--- config.mk ---
export PLATFORM = sky130hd
export DESIGN_NAME = unstrip_align_ctrl
export DESIGN_NICKNAME = d
export VERILOG_FILES = /design/src/rtl/unstrip_pkg.sv /design/src/rtl/lane_fifo.sv /design/src/rtl/unstrip_align_ctrl.sv
export SDC_FILE = /design/constraint.sdc
export NUM_CORES = 1
export LEC_CHECK = 0
export BUFFER_PORTS_ARGS = -buffer_cell sky130_fd_sc_hd__buf_2
export CORE_MARGIN = 5
export CORE_UTILIZATION = 63
export CTS_BUF_LIST = sky130_fd_sc_hd__clkbuf_8
export CTS_CLUSTER_DIAMETER = 50
export DETAILED_ROUTE_END_ITERATION = 8
export PLACE_DENSITY = 0.84
export SLEW_MARGIN = 20
export SYNTH_ARGS = -nofsm -noshare
export SYNTH_HDL_FRONTEND = slang
export SYNTH_HIERARCHICAL = 1
export SYNTH_SLANG_ARGS = --single-unit
--- constraint.sdc ---
create_clock -name CLK -period 4.4 [get_ports CLK]
set_clock_uncertainty 0.1 [all_clocks]
set_input_delay 0.88 -clock CLK [delete_from_list [all_inputs] [get_ports CLK]]
set_output_delay 0.88 -clock CLK [all_outputs]
set_load 0.01 [all_outputs]
--- src/rtl/unstrip_pkg.sv ---
// -----------------------------------------------------------------------------
// unstrip_pkg
// Shared types and constants for the 4-lane byte-unstriping controller.
//   state_t   : controller FSM encoding (IDLE / ALIGN / RUN / ERR)
//   sym_t     : one lane symbol, K-flag plus data byte (9 bits)
//   is_com()  : true when a symbol is the K-coded alignment character
// -----------------------------------------------------------------------------
package unstrip_pkg;

   localparam int         NUM_LANES   = 4;
   localparam int         LANE_IDX_W  = 2;
   localparam logic [7:0] COM_SYM_DEF = 8'hBC;

   typedef enum logic [1:0] {
      ST_IDLE  = 2'd0,
      ST_ALIGN = 2'd1,
      ST_RUN   = 2'd2,
      ST_ERR   = 2'd3
   } state_t;

   typedef struct packed {
      logic       k;
      logic [7:0] data;
   } sym_t;

   // COM is only an alignment marker when it arrives as a K symbol.
   function automatic logic is_com(input sym_t s, input logic [7:0] com);
      return s.k && (s.data == com);
   endfunction

endpackage

--- src/rtl/lane_fifo.sv ---
// -----------------------------------------------------------------------------
// lane_fifo
// Per-lane synchronous FIFO holding K-flag + data symbols.
// Ports:
//   clk, rst     : clock, asynchronous active-high reset
//   flush        : synchronous empty (wins over wr/rd)
//   wr, din      : push request and symbol (ignored when full unless popping)
//   rd, dout     : pop request (ignored when empty); dout is the current head
//   full, empty  : occupancy flags
//   count        : number of stored symbols, 0..DEPTH
// -----------------------------------------------------------------------------
module lane_fifo
   import unstrip_pkg::*;
#(
   parameter int DEPTH = 4
) (
   input  logic                   clk,
   input  logic                   rst,
   input  logic                   flush,
   input  logic                   wr,
   input  logic                   rd,
   input  sym_t                   din,
   output sym_t                   dout,
   output logic                   full,
   output logic                   empty,
   output logic [$clog2(DEPTH):0] count
);

   localparam int PTR_W = $clog2(DEPTH);

   sym_t             mem [DEPTH];
   logic [PTR_W-1:0] wr_ptr;
   logic [PTR_W-1:0] rd_ptr;
   logic             do_wr;
   logic             do_rd;

   assign full  = (count == (PTR_W + 1)'(DEPTH));
   assign empty = (count == '0);
   assign dout  = mem[rd_ptr];

   // A full FIFO may still accept a write when the head leaves the same cycle.
   assign do_rd = rd && !empty;
   assign do_wr = wr && (!full || do_rd);

   // NOTE: sequential state uses non-blocking assignments so every register
   // samples the pre-edge values, independent of statement order.
   always_ff @(posedge clk or posedge rst) begin
      if (rst) begin
         wr_ptr <= '0;
         rd_ptr <= '0;
         count  <= '0;
      end else if (flush) begin
         wr_ptr <= '0;
         rd_ptr <= '0;
         count  <= '0;
      end else begin
         if (do_wr) wr_ptr <= wr_ptr + 1'b1;
         if (do_rd) rd_ptr <= rd_ptr + 1'b1;
         case ({do_wr, do_rd})
            2'b10:   count <= count + 1'b1;
            2'b01:   count <= count - 1'b1;
            default: count <= count;
         endcase
      end
   end

   // NOTE: storage is deliberately not reset; count/pointers define validity,
   // and leaving the array reset-free lets it map onto plain RAM/flops.
   always_ff @(posedge clk) begin
      if (do_wr && !flush) mem[wr_ptr] <= din;
   end

endmodule

--- src/rtl/unstrip_align_ctrl.sv ---
// -----------------------------------------------------------------------------
// unstrip_align_ctrl
// Buffers four byte lanes, deskews them on the COM K-symbol and serialises
// them round-robin (lane 0,1,2,3) as one byte per clock.
// Ports:
//   CLK, RESET          : clock, asynchronous active-high reset
//   ENABLE              : 1 = align/serialise, 0 = flush back to IDLE
//   LANE0..3, DK_0..3   : per-lane symbol and K-flag
//   LANE_VALID[3:0]     : per-lane symbol valid
//   D, DK, D_VALID      : serialised byte, its K-flag, and valid
//   LANE_SEL            : lane scheduled for the next pop
//   LANE_LOCK[3:0]      : lane has seen COM
//   ALIGNED             : controller is in RUN
//   ALIGN_ERR           : sticky timeout/overflow flag, cleared by ENABLE=0
// -----------------------------------------------------------------------------
module unstrip_align_ctrl
   import unstrip_pkg::*;
#(
   parameter int         FIFO_DEPTH = 4,
   parameter int         ALIGN_TMO  = 64,
   parameter logic [7:0] COM_SYM    = COM_SYM_DEF
) (
   input  logic                  CLK,
   input  logic                  RESET,
   input  logic                  ENABLE,
   input  logic [7:0]            LANE0,
   input  logic [7:0]            LANE1,
   input  logic [7:0]            LANE2,
   input  logic [7:0]            LANE3,
   input  logic                  DK_0,
   input  logic                  DK_1,
   input  logic                  DK_2,
   input  logic                  DK_3,
   input  logic [NUM_LANES-1:0]  LANE_VALID,
   output logic [7:0]            D,
   output logic                  DK,
   output logic                  D_VALID,
   output logic [LANE_IDX_W-1:0] LANE_SEL,
   output logic [NUM_LANES-1:0]  LANE_LOCK,
   output logic                  ALIGNED,
   output logic                  ALIGN_ERR
);

   localparam int CNT_W = $clog2(FIFO_DEPTH) + 1;
   localparam int TMO_W = $clog2(ALIGN_TMO) + 1;

   state_t               state;
   logic [TMO_W-1:0]     tmo_cnt;

   sym_t                 lane_sym [NUM_LANES];
   sym_t                 head     [NUM_LANES];
   logic [CNT_W-1:0]     count    [NUM_LANES];
   logic [NUM_LANES-1:0] full;
   logic [NUM_LANES-1:0] empty;
   logic [NUM_LANES-1:0] wr_req;
   logic [NUM_LANES-1:0] wr_en;
   logic [NUM_LANES-1:0] rd_en;
   logic                 accepting;
   logic                 overflow;
   logic                 flush;
   logic                 unused_count;

   assign lane_sym[0] = {DK_0, LANE0};
   assign lane_sym[1] = {DK_1, LANE1};
   assign lane_sym[2] = {DK_2, LANE2};
   assign lane_sym[3] = {DK_3, LANE3};

   assign ALIGNED   = (state == ST_RUN);
   assign flush     = !ENABLE;
   assign accepting = ENABLE && ((state == ST_ALIGN) || (state == ST_RUN));

   // Occupancy is only needed at the FIFO boundary; the scheduler works on
   // the empty/full flags.
   assign unused_count = ^{count[0], count[1], count[2], count[3]};

   // NOTE: every always_comb output gets a default before any condition so
   // no path leaves it unassigned (which would infer a latch).
   always_comb begin
      wr_req = '0;
      rd_en  = '0;
      for (int k = 0; k < NUM_LANES; k++) begin
         // Unlocked lanes drop everything except their first COM.
         wr_req[k] = accepting && LANE_VALID[k] &&
                     (LANE_LOCK[k] || is_com(lane_sym[k], COM_SYM));
      end
      // Strict round-robin: an empty scheduled lane stalls, never skipped.
      if (ENABLE && (state == ST_RUN) && !empty[LANE_SEL]) rd_en[LANE_SEL] = 1'b1;
      wr_en    = wr_req & (~full | rd_en);
      overflow = |(wr_req & full & ~rd_en);
   end

   for (genvar g = 0; g < NUM_LANES; g++) begin : g_lane
      lane_fifo #(.DEPTH(FIFO_DEPTH)) u_fifo (
         .clk   (CLK),
         .rst   (RESET),
         .flush (flush),
         .wr    (wr_en[g]),
         .rd    (rd_en[g]),
         .din   (lane_sym[g]),
         .dout  (head[g]),
         .full  (full[g]),
         .empty (empty[g]),
         .count (count[g])
      );
   end

   always_ff @(posedge CLK or posedge RESET) begin
      if (RESET) begin
         state     <= ST_IDLE;
         tmo_cnt   <= '0;
         LANE_SEL  <= '0;
         LANE_LOCK <= '0;
         D         <= '0;
         DK        <= 1'b0;
         D_VALID   <= 1'b0;
         ALIGN_ERR <= 1'b0;
      end else if (!ENABLE) begin
         state     <= ST_IDLE;
         tmo_cnt   <= '0;
         LANE_SEL  <= '0;
         LANE_LOCK <= '0;
         D_VALID   <= 1'b0;
         ALIGN_ERR <= 1'b0;
      end else begin
         D_VALID <= 1'b0;
         case (state)
            ST_IDLE: begin
               tmo_cnt <= '0;
               state   <= ST_ALIGN;
            end

            ST_ALIGN: begin
               tmo_cnt <= tmo_cnt + 1'b1;
               for (int k = 0; k < NUM_LANES; k++) begin
                  if (wr_req[k]) LANE_LOCK[k] <= 1'b1;
               end
               // Exit decision uses the registered lock vector, so the last
               // COM is already in its FIFO when RUN starts.
               if (overflow) begin
                  state     <= ST_ERR;
                  ALIGN_ERR <= 1'b1;
               end else if (&LANE_LOCK) begin
                  state    <= ST_RUN;
                  LANE_SEL <= '0;
               end else if (tmo_cnt == TMO_W'(ALIGN_TMO - 1)) begin
                  state     <= ST_ERR;
                  ALIGN_ERR <= 1'b1;
               end
            end

            ST_RUN: begin
               if (!empty[LANE_SEL]) begin
                  D        <= head[LANE_SEL].data;
                  DK       <= head[LANE_SEL].k;
                  D_VALID  <= 1'b1;
                  LANE_SEL <= LANE_SEL + 1'b1;
               end
               if (overflow) begin
                  state     <= ST_ERR;
                  ALIGN_ERR <= 1'b1;
                  D_VALID   <= 1'b0;
               end
            end

            default: begin
               // ST_ERR: frozen until ENABLE drops.
               state <= ST_ERR;
            end
         endcase
      end
   end

endmodule

==> results_dict.tcl, run 1 <==
set metrics [dict create \
    status "finished, final reports clean" \
    dieArea_um2 17400 \
    drc 0 \
    clkTransAtPathRegs_ns 0.10 \
    cts_setup_buffers 0 \
    cap_viol_max_count 0 \
    yosysUniqueCellTypes 57 \
    nNetsFinal 788 \
    cts.sinks 198 \
    worstPathMaxFanout 25 \
    startpoint_type "register" \
    synth_area_leaders "edfxtp_1 46%, dfrtp_1 14%, mux4_2 10%, ha_1 3.2%, nand2_1 1.9%" \
    drt-total-wl_um 19900 \
    criticalPathCategory "register to register" \
    vias 5901 \
    routed_via_density 6.45 \
    synth_fp_nets 725 \
    hold_viol_final 0 \
    netlist_instances 654 \
    power_density_nw_per_um2 333 \
    io_buffers 60 \
    synth_edf_count 144 \
    finalCriticalPeriod_ns 3.63 \
    ys.flop_type "edfxtp_1" \
    grt_pass1_wl_um 32000 \
    ctsHoldBuffers 0 \
    layout_common_cells "144 x edfxtp_1, 60 x buf_2, 54 x dfrtp_1" \
    final_antenna_net_count 0 \
    rsz0062_at_grt "no" \
    ir_drop_mv 0.320 \
    avgSynthCellArea_um2 14.3 \
    period_share_pct 82.5 \
    worst_slack_ns 0.769 \
    holdCritPathClass "input pin to asynchronous set/reset pin" \
    pre_cts_ws_ns 0.563 \
    synth-async-reset-ratio_pct 27.3 \
    cts_max_level 4 \
    clockBufferDepth 2 \
    cts_tree "done" \
    gr-usage-all-layers_pct 23.6 \
    grt_pass1_vias 5856 \
    die_h_um 132 \
    ios 61 \
    drive_above_1_share_pct 23.3 \
    final_max_slew_viol_count 0 \
    avgRoutedWirePerCell_um 21.8 \
    cts_buffers 17 \
    syn2layout_area_growth_pct 9.87 \
    die_x_um 132 \
    yosysTopAreaCell "edfxtp_1" \
    grt_overflow 0 \
    final_common_cell "edfxtp_1" \
    root_buffer "clkbuf_8" \
    initial_core_util_pct 64.3 \
    synth_seq_cells 198 \
    end_kind "register" \
    antenna_found_initial 0 \
    syn_area_um2 9380 \
    cp.required_ns 4.69 \
    max_freq_ghz 0.275 \
    row_count 44 \
    drt_iter0_markers 557 \
    insertion_delay_ns 0.47 \
    dr.pass1.iters 5 \
    worst_pin_slew_ns 0.887 \
    coreArea_um2 14600 \
    yosysSeqAreaShare_pct 60.5 \
    routabilityCongestion 0.893 \
    final.setup.tns_ns 0 \
    grt_max_degree 49 \
    yosys_warnings 6 \
    timing.max_slew.rel_slack_pct 40.9 \
    arrival_ns 3.92 \
    hpwl_um 14200 \
    finalSetupViolations 0 \
    yosysTopAreaCellShare_pct 46.1 \
    postCtsResizedCells 0 \
    p_leak_nw 3.88 \
]
critical path, stage by stage, from the launching register on:
cell	delay (ns)
dfrtp_1	0.93
ha_1	0.31
nand4_1	0.12
o221a_2	0.36
nor2_1	0.10
buf_4	0.17
nand2b_1	0.18
nor2_1	0.08
fa_1	0.44
or4_1	0.57
a31oi_1	0.18
final cells by class:
cell class,instances,area [µm²]
clock inverter,15,188
antenna,1,2.50
tap,184,230
inverter,33,124
timing repair buffer,83,473
clock buffer,17,234
sequential,198,5680
multi-input combinational,384,3380
fill,922,4280
final timing paths:
| kind | from | end | slack, ns | cells after the start |
|---|---|---|---|---|
| max in group asynchronous | RESET | D[7] | 3.36 | 2 |
| max reg2reg | LANE_SEL[1] | g_lane[3].u_fifo/count[2] | 0.77 | 10 |
| min in group CLK | D[5] | D[5] | 0.38 | 2 |
| min reg2reg | D[5] | D[5] | 0.38 | 2 |
| min | RESET | g_lane[1].u_fifo/count[1] | 0.32 | 2 |
| max | LANE_SEL[1] | g_lane[3].u_fifo/count[2] | 0.77 | 10 |
per-stage QoR:
| step | utilization [%] | cell area [µm²] | hold WS, ns | power (mW) | cells |
|---|---|---|---|---|---|
| CTS | 70.6 | 10300 | 0.299 | 3.44 | 914 |
| global route | 70.6 | 10300 | 0.323 | 3.54 | 914 |
| detailed placement | 67.7 | 9880 | 0.358 | 2.23 | 882 |
| global placement | 67.7 | 9880 | 0.360 | 2.22 | 882 |
| floorplan | - | 9380 | 0.391 | 2.16 | 654 |
| finish | 70.6 | 10300 | 0.318 | 3.44 | 915 |
kinds of logic (layout without fill, tap and decap cells):
group,count (synthesis),count (layout),synth area share (%)
other cells,0,1,0
buf+inv,72,148,3.47
flops,198,198,60.5
xor+xnor,16,16,1.49
compound gates,92,92,6.91
simple gates,190,190,11.0
mux,58,58,12.6
fa+ha+maj,28,28,4.06
power by group:
part | switching (mW) | total, mW | internal [mW]
Sequential | 0.00654 | 2.02 | 2.01
Clock | 0.624 | 1.24 | 0.614
Combinational | 0.125 | 0.182 | 0.0570
Total | 0.756 | 3.44 | 2.68
routing by layer:
layer | vias to the layer above | part of all wire [%] | routed length, µm | GRT usage, %
met5 | - | 0 | 0 | 0
met4 | 0 | 4.1 | 824 | 11.8
li1 | 2611 | - | - | -
met2 | 273 | 48 | 9630 | 35.4
met1 | 2964 | 40 | 7880 | 33.0
met3 | 53 | 8.1 | 1610 | 5.11
cells in the mapped netlist, types with 6 or more instances:
cell type	number
a211oi_1	6
a21oi_1	10
a31oi_1	6
and3_1	6
buf_2	11
buf_4	7
clkbuf_1	18
dfrtp_1	54
edfxtp_1	144
ha_1	24
inv_1	32
mux2_4	6
mux2i_1	7
mux4_2	43
nand2_1	47
nand2b_1	18
nand3_1	11
nand4b_1	8
nor2_1	43
nor3_1	6
nor3b_1	18
o2111ai_1	6
o21a_1	6
o21ai_0	18
o22ai_1	6
xor2_1	12
registers in the layout (all words and copies together), names as in the netlist, 2 cells and up:
| register | flops |
|---|---|
| g_lane.u_fifo/mem | 144 |
| tmo_cnt | 7 |
| g_lane.u_fifo/rd_ptr | 8 |
| D | 8 |
| g_lane.u_fifo/count | 12 |
| LANE_LOCK | 4 |
| g_lane.u_fifo/wr_ptr | 8 |
| LANE_SEL | 2 |
| state | 2 |
No activity file was read; power rests on OpenSTA's default activity.
==> run 2, diff against run 1 <==
clock period = 3.65 ns   (was 4.4 ns; I/O delays follow)
==> results_dict.tcl, run 2 (synthesis gave the netlist of run 1 again) <==
set metrics [dict create \
    io_buffers 60 \
    final_max_slew_viol_count 0 \
    final.setup.tns_ns 0 \
    max_freq_ghz 0.302 \
    dr.pass1.iters 5 \
    criticalPathCategory "register to register" \
    die_x_um 132 \
    end_kind "register" \
    cts_tree "done" \
    hold_viol_final 0 \
    pre_cts_ws_ns 0.187 \
    stdcell_area_um2 10400 \
    root_buffer "clkbuf_8" \
    path_cells "inv_1, ha_1, nand4_1, o221a_2, nor2_1, nand2b_1, nor2_1, fa_1, or4_1, a31oi_1" \
    finalSetupViolations 0 \
    grt_overflow 0 \
    final_antenna_net_count 0 \
    final_common_cell "edfxtp_1" \
    ir_drop_mv 0.352 \
    nNetsFinal 795 \
    cts_setup_buffers 0 \
    clockBufferDepth 2 \
    coreArea_um2 14600 \
    multiInputGateArea_um2 3380 \
    p_switching_mw 0.930 \
    dr.max_layer_used "met4" \
    diodes 0 \
    row_count 44 \
    top_register "g_lane.u_fifo/mem" \
    cts_max_level 4 \
    worstPathMaxFanout 16 \
    antenna_found_initial 0 \
    grt_pass1_vias 5954 \
    vias 5887 \
    insertion_delay_ns 0.48 \
    cp.required_ns 3.93 \
    rsz0062_at_grt "no" \
    timing.max_slew.rel_slack_pct 35.1 \
    drt-total-wl_um 20000 \
    startpoint_type "register" \
    drt_iter0_markers 697 \
    power_density_nw_per_um2 396 \
    ctsHoldBuffers 0 \
    wl_met1_um 7950 \
    finalCriticalPeriod_ns 3.31 \
    p_int_mw 3.17 \
    p_leak_nw 3.90 \
    grt_max_degree 49 \
    drc 0 \
    wl_met3_um 1310 \
    drive_above_1_share_pct 24.2 \
    wl_met2_um 10200 \
    largest_reg_flops 144 \
    hpwl_um 14200 \
    pwr-share-clk_pct 35.6 \
    clkTransAtPathRegs_ns 0.10 \
    crit_path_frequent_cell "nor2_1" \
    routabilityCongestion 0.870 \
    die_h_um 132 \
    p_sw_share_pct 22.7 \
    routed_via_density 6.39 \
    layout_common_cells "144 x edfxtp_1, 60 x buf_2, 54 x dfrtp_1" \
    regArea_um2 5680 \
    critPathSlowestCell "or4_1" \
    status "finished, final reports clean" \
    final.fill_count 918 \
    cap_viol_max_count 0 \
    cts_buffers 17 \
    avgRoutedWirePerCell_um 21.7 \
    worst_pin_slew_ns 0.968 \
    gr-usage-all-layers_pct 23.7 \
    dpl_cell_area_um2 9950 \
    grt_pass1_wl_um 32200 \
    max_stage_delay_ns 0.57 \
    period_share_pct 90.7 \
    worst_slack_ns 0.339 \
    hold_slack_ns 0.148 \
    reg.largest.list "g_lane.u_fifo/mem x144, g_lane.u_fifo/count x12" \
    seq_power_share_pct 59.2 \
    combPwrFrac_pct 5.2 \
    syn2layout_area_growth_pct 10.4 \
    dieArea_um2 17400 \
    holdCritPathClass "input pin to asynchronous set/reset pin" \
    initial_core_util_pct 64.3 \
    final_util_pct 71.0 \
    ios 61 \
    postCtsResizedCells 0 \
    cts.sinks 198 \
    arrival_ns 3.60 \
]
## run 2: changes by cell type in the layout (fill, tap and decap cells not counted), sizes merged
cell,before,now
buf,83,90
clkinv,1,7
clkinvlp,3,1
inv,40,37
bufinv,4,3
diode,1,0
## run 2: area by class of cell
class,count,area share (%)
multi-input cells,384,32.6
well taps,184,2.22
inverters,33,1.20
flip-flops and latches,198,54.8
clock buffers,17,2.26
clock inverters,15,1.69
repair buffers,90,5.20
## run 2: worst max-delay path, delay by kind of cell, from the launching register on
kind	cells	cell delay [ns]
flops	1	0.41
buf+inv	1	0.09
compound gates	2	0.54
fa+ha+maj	2	0.90
simple gates	5	1.17
## run 2: per-stage QoR
| step | cells | power [mW] |
|---|---|---|
| after detailed placement | 889 | 2.69 |
| final | 921 | 4.10 |
| after CTS | 921 | 4.11 |
| after global routing | 921 | 4.24 |
| after global placement | 889 | 2.68 |
| after floorplan | 654 | 2.61 |
## run 2: worst paths after layout
check                      depth (start not counted)                    endpoint  slack [ns]     start
max                                               10   g_lane[3].u_fifo/count[2]        0.34  state[0]
min in group CLK                                   1  g_lane[2].u_fifo/mem[1][6]        0.37  LANE2[6]
min reg2reg                                        2                        D[4]        0.40      D[4]
min                                                2  g_lane[1].u_fifo/wr_ptr[0]        0.15     RESET
max in group asynchronous                          2                LANE_LOCK[0]        2.67     RESET
max reg2reg                                       10   g_lane[3].u_fifo/count[2]        0.34  state[0]
## run 2: power by group through the flow
stage / Sequential (mW) / Combinational (mW) / Clock (mW)
after floorplan: 2.48 / 0.126 / 0
after global placement: 2.48 / 0.198 / 0
after detailed placement: 2.48 / 0.212 / 0
after CTS: 2.43 / 0.213 / 1.47
after global routing: 2.43 / 0.239 / 1.57
final: 2.43 / 0.213 / 1.46
## run 2: metal layers
layer  vias up  global-route usage [%]
met3        39                    5.80
met4         0                    8.46
met5         -                       0
met2       252                    37.9
met1      2973                    32.1
li1       2623                       -
